[src/rtl/l2c_cout_fifo.sv]
// Response buffer behind the L2C output arbiter: DEPTH-entry circular FIFO, req/ack toward the core.
// Latency 1 cycle when empty (0 with L2C_COUT_BYPASS_EN); no input backpressure, afull warns, ovf flags drops.
`ifndef CORE_UID_W
`define CORE_UID_W 8
`endif
`ifndef CORE_DATA_W
`define CORE_DATA_W 32
`endif

module l2c_cout_fifo #(
  parameter int DEPTH     = 4,
  parameter int UID_W     = `CORE_UID_W,
  parameter int DATA_W    = `CORE_DATA_W,
  parameter int AFULL_MRG = 1
) (
  input  logic                       clk,
  input  logic                       rst,
  input  logic                       in_rdy,
  input  logic [UID_W-1:0]           in_uid,
  input  logic [DATA_W-1:0]          in_data,
  output logic                       afull,
  output logic                       out_req,
  output logic [UID_W-1:0]           out_uid,
  output logic [DATA_W-1:0]          out_data,
  input  logic                       out_ack,
  output logic                       ovf,
  output logic [$clog2(DEPTH):0]     count
);

  localparam int AW = $clog2(DEPTH);
  localparam int CW = AW + 1;
  localparam logic [CW-1:0] DEPTH_C = CW'(DEPTH);
  localparam logic [CW-1:0] AFULL_C = CW'(AFULL_MRG);

  logic [UID_W-1:0]  mem_uid_q  [DEPTH];
  logic [DATA_W-1:0] mem_data_q [DEPTH];
  logic [AW-1:0]     wr_ptr_q, wr_ptr_d;
  logic [AW-1:0]     rd_ptr_q, rd_ptr_d;
  logic [CW-1:0]     count_q, count_d;
  logic              ovf_q, ovf_d;

  logic              count_nz, full, pop, rd_adv, push;
  logic [CW-1:0]     free_cnt;

  always_comb begin
    count_nz = (count_q != '0);
    full     = (count_q == DEPTH_C);
    out_req  = count_nz;
    out_uid  = count_nz ? mem_uid_q[rd_ptr_q]  : '0;
    out_data = count_nz ? mem_data_q[rd_ptr_q] : '0;
`ifdef L2C_COUT_BYPASS_EN
    if (!count_nz && in_rdy) begin
      out_req  = 1'b1;
      out_uid  = in_uid;
      out_data = in_data;
    end
`endif
    pop    = out_req && out_ack;
    rd_adv = pop && count_nz;
    // A bypassed beat that is acked in the same cycle never touches the memory.
    push   = in_rdy && (!full || pop) && !(pop && !count_nz);
  end

  always_comb begin
    wr_ptr_d = push   ? wr_ptr_q + AW'(1) : wr_ptr_q;
    rd_ptr_d = rd_adv ? rd_ptr_q + AW'(1) : rd_ptr_q;
    count_d  = count_q + CW'(push) - CW'(rd_adv);
    ovf_d    = ovf_q || (in_rdy && full && !pop);
  end

  always_comb begin
    free_cnt = DEPTH_C - count_q;
    afull    = (free_cnt <= AFULL_C);
    ovf      = ovf_q;
    count    = count_q;
  end

  always_ff @(posedge clk) begin
    if (rst) begin
      wr_ptr_q <= '0;
      rd_ptr_q <= '0;
      count_q  <= '0;
      ovf_q    <= 1'b0;
    end else begin
      wr_ptr_q <= wr_ptr_d;
      rd_ptr_q <= rd_ptr_d;
      count_q  <= count_d;
      ovf_q    <= ovf_d;
    end
  end

  // Storage carries no reset; out_* are masked while empty.
  always_ff @(posedge clk) begin
    if (!rst && push) begin
      mem_uid_q[wr_ptr_q]  <= in_uid;
      mem_data_q[wr_ptr_q] <= in_data;
    end
  end

endmodule

[config.mk]
export PLATFORM = sky130hd
export DESIGN_NAME = l2c_cout_fifo
export DESIGN_NICKNAME = d
export VERILOG_FILES = /design/src/rtl/l2c_cout_fifo.sv
export SDC_FILE = /design/constraint.sdc
export NUM_CORES = 1
export LEC_CHECK = 0
export CAP_MARGIN = 10
export CORE_ASPECT_RATIO = 0.5
export CORE_UTILIZATION = 55
export CTS_CLUSTER_DIAMETER = 80
export DETAILED_ROUTE_END_ITERATION = 8
export DONT_BUFFER_PORTS = 1
export PLACE_DENSITY = 0.79
export SLEW_MARGIN = 40
export SYNTH_ARGS = -nofsm -noshare
export SYNTH_HDL_FRONTEND = slang
export SYNTH_SLANG_ARGS = --single-unit
[constraint.sdc]
create_clock -name clk -period 2.7 [get_ports clk]
set_clock_uncertainty 0.2 [all_clocks]
set_input_delay 0.135 -clock clk [delete_from_list [all_inputs] [get_ports clk]]
set_output_delay 0.135 -clock clk [all_outputs]
set_load 0.01 [all_outputs]
==> results.txt, run 1 <==
CP endpoint kind: flip-flop
Die W: 157.5 um
Fill cells: 709
vias per inst: 5.451
Rel. slew slack: 66.34%
largest net degree at the start of global routing: 42
reg2reg setup slack: 0.09 ns
worst r2r src: count[1]
sequential-to-total area share from yosys stat: 75.32%
critical path peak fanout: 3
Worst VDD drop: 0.5476 mV
Crit Path Class: flip-flop to flip-flop
buffers added on ports: 0
Tot Pwr: 7.545 mW
FMAX: 0.3825 GHz
Core ar.: 11380 sq um
worst-path cell chain: inv_2, ha_4, ha_4, nand2b_4, a21boi_4, inv_1, ha_1, inv_1, ha_2, fa_2, xnor2_2, xnor2_1, nor2_1
min cycle time layout: 2.614 ns
setup slack after layout: 0.08570 ns
worst slew pin tran: 0.5049 ns
Setup crit start kind: flip-flop
Die ar.: 12550 sq um
pwr dens: 933.1 nW/um^2
initial core utilization: 58.37%
cell leakage power: 2.666 nW
Initial DRC Count: 193
vias in the first global route: 3314
Reg clk slew, reported paths: 0.06 ns
Hold Crit Start: rst
worst reg2reg path endpoint: count[2]
CTS tree: done
RD Place Congestion: 0.6577
initial antenna violation count: 0
chip height: 79.73 um
FF-to-FF path depth: 13
Pins Over Slew Limit: 0
# IOs: 90
clock latency on the worst-skew pair: 0.41 ns
# DRC: 0
Syn-to-layout area delta: 21.67%
routed vias: 2998
setup tns final: 0 ns
Crit path max-delay family: adder cells
Seq cells post-synth: 170
Syn Inst Count: 313
GRT Total Usage: 19.70%
max-cap violation count: 0
fin util: 71.02%
Root Buffer: clkbuf_16
Rows: 27
# diodes: 0
Pre-antenna DRT Iters: 4
Netlist cell types: 24
CP Depth: 13
post-DP HPWL: 6295 um
mean area per synthesized cell: 21.23 sq um
post-route clock period utilization: 96.83%
critical path's slowest cell: fa_2
Yosys warning total: 0
data arrival time of the worst path: 2.70 ns
cts bufs inserted: 17
CP required: 2.79 ns
Final setup viols: 0
TritonCTS Sinks: 170
worst hold path class: input port to flip-flop
Layout Nets: 433
routed length per instance: 20.29 um
Post-DRT Antenna Nets: 0
hold path depth: 2
first-pass GRT wire length: 17410 um
buffers and inverters on the worst path: 3
net count after synthesis: 368
grt total ovfl: 0
share of layout cells above drive strength 1: 25.83%
CP peak stage delay: 0.37 ns
synthesized area: 6645 sq um
status: finished, final reports clean
htree depth: 4
pre-CTS WS: -0.02383 ns
final hold viol count: 0
final wirelength: 11160 um
CTS Buffer Depth: 2
## timing repair
| action | in CTS | in global routing |
|---|---|---|
| hold buffers | 48 | 0 |
| hold endpoints to repair | 170 | 0 |
| gates resized for setup | 2 | 6 |
| gates cloned | 0 | 0 |
| buffers inserted | 0 | 1 |
| endpoints found under the setup margin | 1 | 2 |
| pin swaps | 1 | 4 |
## per-layer routing
metal  routed length, um  global-route usage (%)  vias to the layer above
met5                   0                       0                        -
met3                 412                   5.700                       12
li1                    -                       -                     1364
met4                 136                   7.087                        0
met1                4617                   23.58                     1569
met2                5996                   34.42                       53
## layout make-up
class / count / area, sq um / share of cell area (%)
Sequential cell: 170 / 5012 / 61.99
Clock buffer: 17 / 425.4 / 5.262
Inverter: 12 / 45.04 / 0.5571
Tap cell: 159 / 198.9 / 2.461
Clock inverter: 15 / 235.2 / 2.909
Multi-Input combinational cell: 117 / 1523 / 18.83
Timing Repair Buffer: 60 / 645.6 / 7.985
## Yosys cell counts (all sizes together)
cell type	count	share of area, %
buf	9	1.7
o2111ai	1	0.13
a21boi	1	0.17
and2	40	3.8
dfxtp	10	3.0
mux2	1	0.17
clkbuf	5	0.28
fa	1	0.30
nand2b	1	0.094
xnor2	3	0.40
a31oi	1	0.094
nor2b	2	0.19
edfxtp	160	72
o21a	1	0.11
nand3b	1	0.11
o31ai	1	0.11
inv	12	0.68
xor2	1	0.13
mux4	40	14
and3	4	0.38
nor2	8	0.45
ha	10	1.9
## report_power, final
| group | switching [mW] | total [mW] | internal [mW] | leakage (nW) |
|---|---|---|---|---|
| combinational | 0.895 | 1.74 | 0.842 | 0.809 |
| clock | 0.999 | 2.66 | 1.66 | 0.321 |
| sequential | 0.0746 | 3.14 | 3.07 | 1.54 |
| total | 1.97 | 7.54 | 5.58 | 2.67 |
## layout by cell type, fill, tap and decap left out, types with 2 or more instances in the layout
master	instances
ha_4	2
buf_4	6
clkinv_4	2
dlygate4sd3_1	48
and3_2	4
edfxtp_1	160
dfxtp_1	6
bufinv_16	5
and2_1	40
inv_6	5
nor2b_1	2
mux4_2	40
inv_1	11
xnor2_1	2
buf_12	6
ha_1	7
clkbuf_16	17
nor2_1	8
dfxtp_2	3
## per-stage QoR
stage,cells,area [sq um],hold slack (ns)
2_1_floorplan,313,6670,0.03387
3_3_place_gp,469,6899,0.0007568
3_5_place_dp,469,6899,0.003438
4_1_cts,549,8045,0.1090
5_1_grt,550,8085,0.1212
6_report,550,8085,0.1381
## registers in the layout (all words and copies together) (netlist names), named ones only
| name | flops |
|---|---|
| mem_uid_q | 32 |
| wr_ptr_q | 2 |
| count | 3 |
| ovf | 1 |
| rd_ptr_q | 2 |
| mem_data_q | 128 |
## how the worst max path moves through the flow
stage,start,end,slack [ns]
after floorplan,count[0],count[2],0.007
after global placement,count[1],count[2],0.08
after detailed placement,count[1],count[2],-0.02
after CTS,count[1],count[2],0.0003
after global routing,count[0],count[2],-0.01
final,count[1],count[2],0.09
## logic make-up after synthesis
| family | after synthesis | share of synthesized area (%) |
|---|---|---|
| and+or+nand+nor | 56 | 4.990 |
| buffers and inverters | 26 | 2.636 |
| xor gates and xnor gates | 4 | 0.5273 |
| DFF | 170 | 75.32 |
| adders and majority gates | 11 | 2.184 |
| muxes | 41 | 13.73 |
| AOI/OAI and AO/OA | 5 | 0.6215 |
Note: power is estimated with default switching activity, not from simulation.
==> run 2: changes to the inputs <==
--- a/config.mk
+++ b/config.mk
@@ -11,6 +11,7 @@
 export CTS_CLUSTER_DIAMETER = 80
 export DETAILED_ROUTE_END_ITERATION = 8
 export DONT_BUFFER_PORTS = 1
+export GPL_TIMING_DRIVEN = 0
 export PLACE_DENSITY = 0.79
 export SLEW_MARGIN = 40
 export SYNTH_ARGS = -nofsm -noshare
==> run 2 against run 1 <==
- core utilization shrank 0.82 points
- non-clock buffer count grew 1
- cell count is the same
- clock power shrank 11%
- register-to-register slack lost 0.02 ns
- critical path depth is the same
- total power shrank 2.8%
- fmax shrank 0.66%
- design area shrank 1.2%
- sequential power is essentially flat
- combinational power grew 3%
- highest routed layer unchanged
==> results.txt, run 2 (synthesis results as in run 1) <==
status: finished, final reports clean (unchanged)
worst reg2reg path endpoint: count[2] (unchanged)
Worst Hold End: mem_data_q[1][4]
cts bufs inserted: 17 (unchanged)
Layout Nets: 434 (was 433)
Root Buffer: clkbuf_16 (unchanged)
Crit Path Class: flip-flop to flip-flop (unchanged)
vias in the first global route: 3311 (was 3314)
grt total ovfl: 0 (unchanged)
Syn-to-layout area delta: 20.26% (was 21.67%)
most used routing layer: met2 (unchanged)
Fill cells: 701 (was 709)
met2 Use GR: 33.98% (was 34.42%)
placed cell area: 6884 sq um (was 6899 sq um)
commonest non-fill, non-tap cell in the layout: edfxtp_1 (unchanged)
final wirelength: 11050 um (was 11160 um)
RD Place Congestion: 0.7379 (was 0.6577)
Pins Over Slew Limit: 0 (unchanged)
vias per inst: 5.493 (was 5.451)
# DRC: 0 (unchanged)
post-DP HPWL: 6625 um (was 6295 um)
final hold viol count: 0 (unchanged)
FF-to-FF path depth: 13 (unchanged)
RSZ-0062 raised after global routing: true
largest net degree at the start of global routing: 41 (was 42)
buffers added on ports: 0 (unchanged)
most used cell, CP: ha_4
worst hold path class: input port to flip-flop (unchanged)
Initial DRC Count: 229 (was 193)
Largest register FFs: 128 (unchanged)
htree depth: 4 (unchanged)
routed length per instance: 20.09 um (was 20.29 um)
Reg clk slew, reported paths: 0.06 ns (about the same)
pwr dens: 917.8 nW/um^2 (was 933.1 nW/um^2)
data arrival time of the worst path: 2.71 ns (was 2.70 ns)
routed vias: 3021 (was 2998)
CP endpoint kind: flip-flop (unchanged)
Tot Pwr: 7.334 mW (was 7.545 mW)
Reg with most FFs: mem_data_q (unchanged)
Core ar.: 11380 sq um (unchanged)
clock latency on the worst-skew pair: 0.41 ns (about the same)
Die W: 157.5 um (unchanged)
CP peak stage delay: 0.39 ns (was 0.37 ns)
hold path depth: 1 (was 2)
Worst VDD drop: 0.5255 mV (was 0.5476 mV)
post-route clock period utilization: 97.47% (was 96.83%)
critical path peak fanout: 4 (was 3)
initial core utilization: 58.37% (unchanged)
cell area after layout: 7991 sq um (was 8085 sq um)
pre-CTS WS: -0.2367 ns (was -0.02383 ns)
cell leakage power: 2.597 nW (was 2.666 nW)
min cycle time layout: 2.632 ns (was 2.614 ns)
Setup crit start kind: flip-flop (unchanged)
worst slew pin tran: 0.6581 ns (was 0.5049 ns)
# diodes: 0 (unchanged)
initial antenna violation count: 0 (unchanged)
GR Layer Usage met1: 24.23% (was 23.58%)
setup slack after layout: 0.06844 ns (was 0.08570 ns)
most frequent cells in the layout: edfxtp_1, dlygate4sd3_1, mux4_2, and2_1, clkbuf_16 (unchanged)
Post-DRT Antenna Nets: 0 (unchanged)
CTS tree: done (unchanged)
FMAX: 0.3800 GHz (was 0.3825 GHz)
worst-path cell chain: inv_4, ha_4, ha_4, nand2b_4, a21boi_4, inv_2, ha_4, inv_2, ha_2, fa_2, xnor2_2, xnor2_1, nor2_1 (was inv_2, ha_4, ha_4, nand2b_4, a21boi_4, inv_1, ha_1, inv_1, ha_2, fa_2, xnor2_2, xnor2_1, nor2_1)
Rel. slew slack: 56.12% (was 66.34%)
# IOs: 90 (unchanged)
chip height: 79.73 um (unchanged)
critical path's slowest cell: dfxtp_4 (was fa_2)
TritonCTS Sinks: 170 (unchanged)
GRT Total Usage: 19.62% (was 19.70%)
first-pass GRT wire length: 17430 um (was 17410 um)
share of layout cells above drive strength 1: 25.06% (was 25.83%)
Die ar.: 12550 sq um (unchanged)
max-cap violation count: 0 (unchanged)
Hold Crit Start: in_data[4] (was rst)
Sequential Area: 5014 sq um (was 5012 sq um)
multi-input logic area: 1550 sq um (was 1523 sq um)
M3 GR Usage: 5.537% (was 5.700%)
CP required: 2.78 ns (was 2.79 ns)
Pre-antenna DRT Iters: 4 (unchanged)
reg2reg setup slack: 0.07 ns (was 0.09 ns)
worst r2r src: count[1] (unchanged)
Rows: 27 (unchanged)
Final setup viols: 0 (unchanged)
CTS Buffer Depth: 2 (unchanged)
==> run 2: how the worst max path moves through the flow <==
stage	start	to	slack (ns)	depth (start not counted)
final	count[1]	count[2]	0.07	13
after global routing	count[1]	count[2]	-0.07	13
after CTS	count[1]	count[2]	0.0004	13
after detailed placement	count[0]	count[2]	-0.24	13
after global placement	count[0]	count[2]	-0.1	13
after floorplan	count[0]	count[2]	0.007	13
==> run 2: area by class of cell <==
| class | instances | area share, % |
|---|---|---|
| clock inverter | 12 | 1.879 |
| timing repair buffer | 47 | 5.824 |
| tap | 159 | 2.489 |
| sequential | 170 | 62.74 |
| multi-input combinational | 117 | 19.40 |
| buffer | 14 | 1.628 |
| clock buffer | 19 | 5.417 |
| inverter | 12 | 0.6263 |
==> run 2: metrics by stage <==
stage,utilization [%],TNS (ns),std cells,hold slack (ns)
after floorplan,-,0,313,0.03387
after global placement,60.34,-5.580,472,0.03402
after detailed placement,60.47,-0.2771,472,0.03399
after CTS,70.00,0,549,0.2172
after global routing,70.19,-0.07496,550,0.2121
final,70.19,0,550,0.2320
==> run 2: report_power, final <==
group | total (mW) | internal, mW | switching (mW)
Combinational | 1.80 | 0.880 | 0.921
Sequential | 3.16 | 3.07 | 0.0837
Clock | 2.38 | 1.45 | 0.931
==> run 2: worst max-delay path, delay by kind of cell (launching register included) <==
kind	cells	cell delay (ns)
adder cells (fa/ha/maj)	5	1.08
XOR/XNOR	2	0.30
buffers and inverters	3	0.14
flip-flops	1	0.39
AND/OR/NAND/NOR	2	0.22
AO/OA/AOI/OAI	1	0.15
==> run 2: repair_timing <==
| action | in CTS | in global routing |
|---|---|---|
| buffers inserted | 1 | 1 |
| hold buffers | 45 | 0 |
| pin swaps | 5 | 8 |
| setup endpoints to repair | 2 | 1 |
| resized for setup | 12 | 4 |
| gates cloned | 0 | 0 |
| endpoints found under the hold margin | 170 | 0 |
==> run 2: routing by layer <==
layer | wire (um) | vias to the layer above
li1 | - | 1371
met1 | 4686 | 1570
met2 | 5816 | 72
met3 | 467 | 8
met4 | 77 | 0
met5 | 0 | -
==> run 3: changes to the inputs <==
==> constraint.sdc (replaced) <==
create_clock -name clk -period 2.7 [get_ports clk]
set_clock_uncertainty 0.2 [all_clocks]
set_input_delay 0.405 -clock clk [delete_from_list [all_inputs] [get_ports clk]]
set_output_delay 0.405 -clock clk [all_outputs]
set_load 0.01 [all_outputs]
==> run 3 against run 2 <==
- total power down 0.23%
- sequential share of layout area up 0.30 points
- register-to-register slack better by 0.02 ns
- non-clock buffer count down 4
- global-route usage down 0.18 points
- flip-flop and latch count unchanged
==> results.txt, run 3 (synthesis results as in run 1) <==
hold slack: 0.04891 ns (was 0.2320 ns)
worst slew pin tran: 0.6514 ns (was 0.6581 ns)
commonest non-fill, non-tap cell in the layout: edfxtp_1 (unchanged)
routed length per instance: 20.23 um (was 20.09 um)
chip height: 79.73 um (unchanged)
Core ar.: 11380 sq um (unchanged)
Die ar.: 12550 sq um (unchanged)
Rows: 27 (unchanged)
initial antenna violation count: 0 (unchanged)
cell leakage power: 2.591 nW (was 2.597 nW)
htree depth: 4 (unchanged)
Setup crit start kind: flip-flop (unchanged)
Worst VDD drop: 0.5162 mV (was 0.5255 mV)
CP required: 2.78 ns (about the same)
post-DP HPWL: 6625 um (unchanged)
# IOs: 90 (unchanged)
Layout Nets: 430 (was 434)
data arrival time of the worst path: 2.69 ns (was 2.71 ns)
Rel. slew slack: 56.57% (was 56.12%)
initial core utilization: 58.37% (unchanged)
cts bufs inserted: 17 (unchanged)
Reg clk slew, reported paths: 0.06 ns (about the same)
Crit Path Class: flip-flop to flip-flop (unchanged)
CTS tree: done (unchanged)
routed vias: 3005 (was 3021)
first-pass GRT wire length: 17260 um (was 17430 um)
post-route clock period utilization: 96.65% (was 97.47%)
Pins Over Slew Limit: 0 (unchanged)
Reg with most FFs: mem_data_q (unchanged)
pwr dens: 920.0 nW/um^2 (was 917.8 nW/um^2)
Initial DRC Count: 238 (was 229)
final hold viol count: 0 (unchanged)
Pre-antenna DRT Iters: 4 (unchanged)
Tot Pwr: 7.318 mW (was 7.334 mW)
Post-DRT Antenna Nets: 0 (unchanged)
fin util: 69.86% (was 70.19%)
status: finished, final reports clean (unchanged)
clock latency on the worst-skew pair: 0.41 ns (about the same)
RD Place Congestion: 0.7379 (unchanged)
CP endpoint kind: flip-flop (unchanged)
RSZ-0062 raised after global routing: true (unchanged)
Root Buffer: clkbuf_16 (unchanged)
FMAX: 0.3832 GHz (was 0.3800 GHz)
grt total ovfl: 0 (unchanged)
post-route insts no fill: 546 (was 550)
largest net degree at the start of global routing: 41 (unchanged)
# DRC: 0 (unchanged)
vias in the first global route: 3279 (was 3311)
Largest register FFs: 128 (unchanged)
vias per inst: 5.504 (was 5.493)
critical path peak fanout: 4 (unchanged)
max-cap violation count: 0 (unchanged)
Die W: 157.5 um (unchanged)
Syn-to-layout area delta: 19.70% (was 20.26%)
worst hold path class: input port to flip-flop (unchanged)
Final setup viols: 0 (unchanged)
dpl cells: 472 (unchanged)
buffers added on ports: 0 (unchanged)
min cycle time layout: 2.610 ns (was 2.632 ns)
TritonCTS Sinks: 170 (unchanged)
final wirelength: 11050 um (unchanged)
share of layout cells above drive strength 1: 26.36% (was 25.06%)
# diodes: 0 (unchanged)
most frequent cells in the layout: edfxtp_1, dlygate4sd3_1, mux4_2, and2_1, clkbuf_16 (unchanged)
GRT Total Usage: 19.44% (was 19.62%)
CTS Buffer Depth: 2 (unchanged)
run 3: what timing repair did:
item,CTS,global route
hold buffers,41,0
buffers inserted,1,1
setup endpoints to repair,41,23
pin swaps,5,7
gates resized for setup,13,9
hold endpoints to repair,162,0
run 3: through the flow:
stage | setup WS (ns) | setup TNS [ns] | instance area (sq um)
after floorplan | 0.007361 | 0 | 6670
after global placement | -0.09573 | -5.580 | 6869
after detailed placement | -0.2367 | -0.2771 | 6884
after CTS | 0.002181 | 0 | 7930
after global routing | -0.03022 | -0.03022 | 7954
final | 0.09045 | 0 | 7954
run 3: metal layers:
layer | GRT usage (%) | vias to the layer above | routed length, um
li1 | - | 1365 | -
met1 | 24.07 | 1561 | 4606
met2 | 33.50 | 71 | 5816
met3 | 5.592 | 8 | 547
met4 | 6.117 | 0 | 77
met5 | 0 | - | 0
run 3: path summary, 6_finish.rpt:
path / cells past startpoint / slack (ns) / startpoint / endpoint
max: 13 / 0.09 / count[1] / count[2]
min: 2 / 0.05 / rst / wr_ptr_q[0]
max reg2reg: 13 / 0.09 / count[1] / count[2]
min reg2reg: 2 / 0.36 / rd_ptr_q[1] / flip-flop
run 3: critical path, cell delays in order (launching register included):
cell	delay, ns
dfxtp_4	0.39
inv_4	0.05
ha_4	0.16
ha_4	0.16
nand2b_4	0.16
a21boi_4	0.15
inv_2	0.06
ha_4	0.25
inv_2	0.03
ha_2	0.16
fa_2	0.35
xnor2_2	0.16
xnor2_1	0.13
nor2_1	0.05
run 3: report_power, final:
group | internal, mW | leakage (nW) | total [mW] | switching [mW]
Clock | 1.45 | 0.271 | 2.38 | 0.931
Combinational | 0.873 | 0.785 | 1.79 | 0.914
Sequential | 3.07 | 1.54 | 3.16 | 0.0817
Total | 5.39 | 2.59 | 7.32 | 1.93
run 3: layout make-up:
class / instances / area, sq um
Inverter: 12 / 47.55
Clock inverter: 12 / 150.1
Clock buffer: 19 / 432.9
Timing Repair Buffer: 43 / 425.4
Tap cell: 159 / 198.9
Multi-Input combinational cell: 117 / 1550
Fill cell: 705 / 3431
Buffer: 14 / 135.1
Sequential cell: 170 / 5014
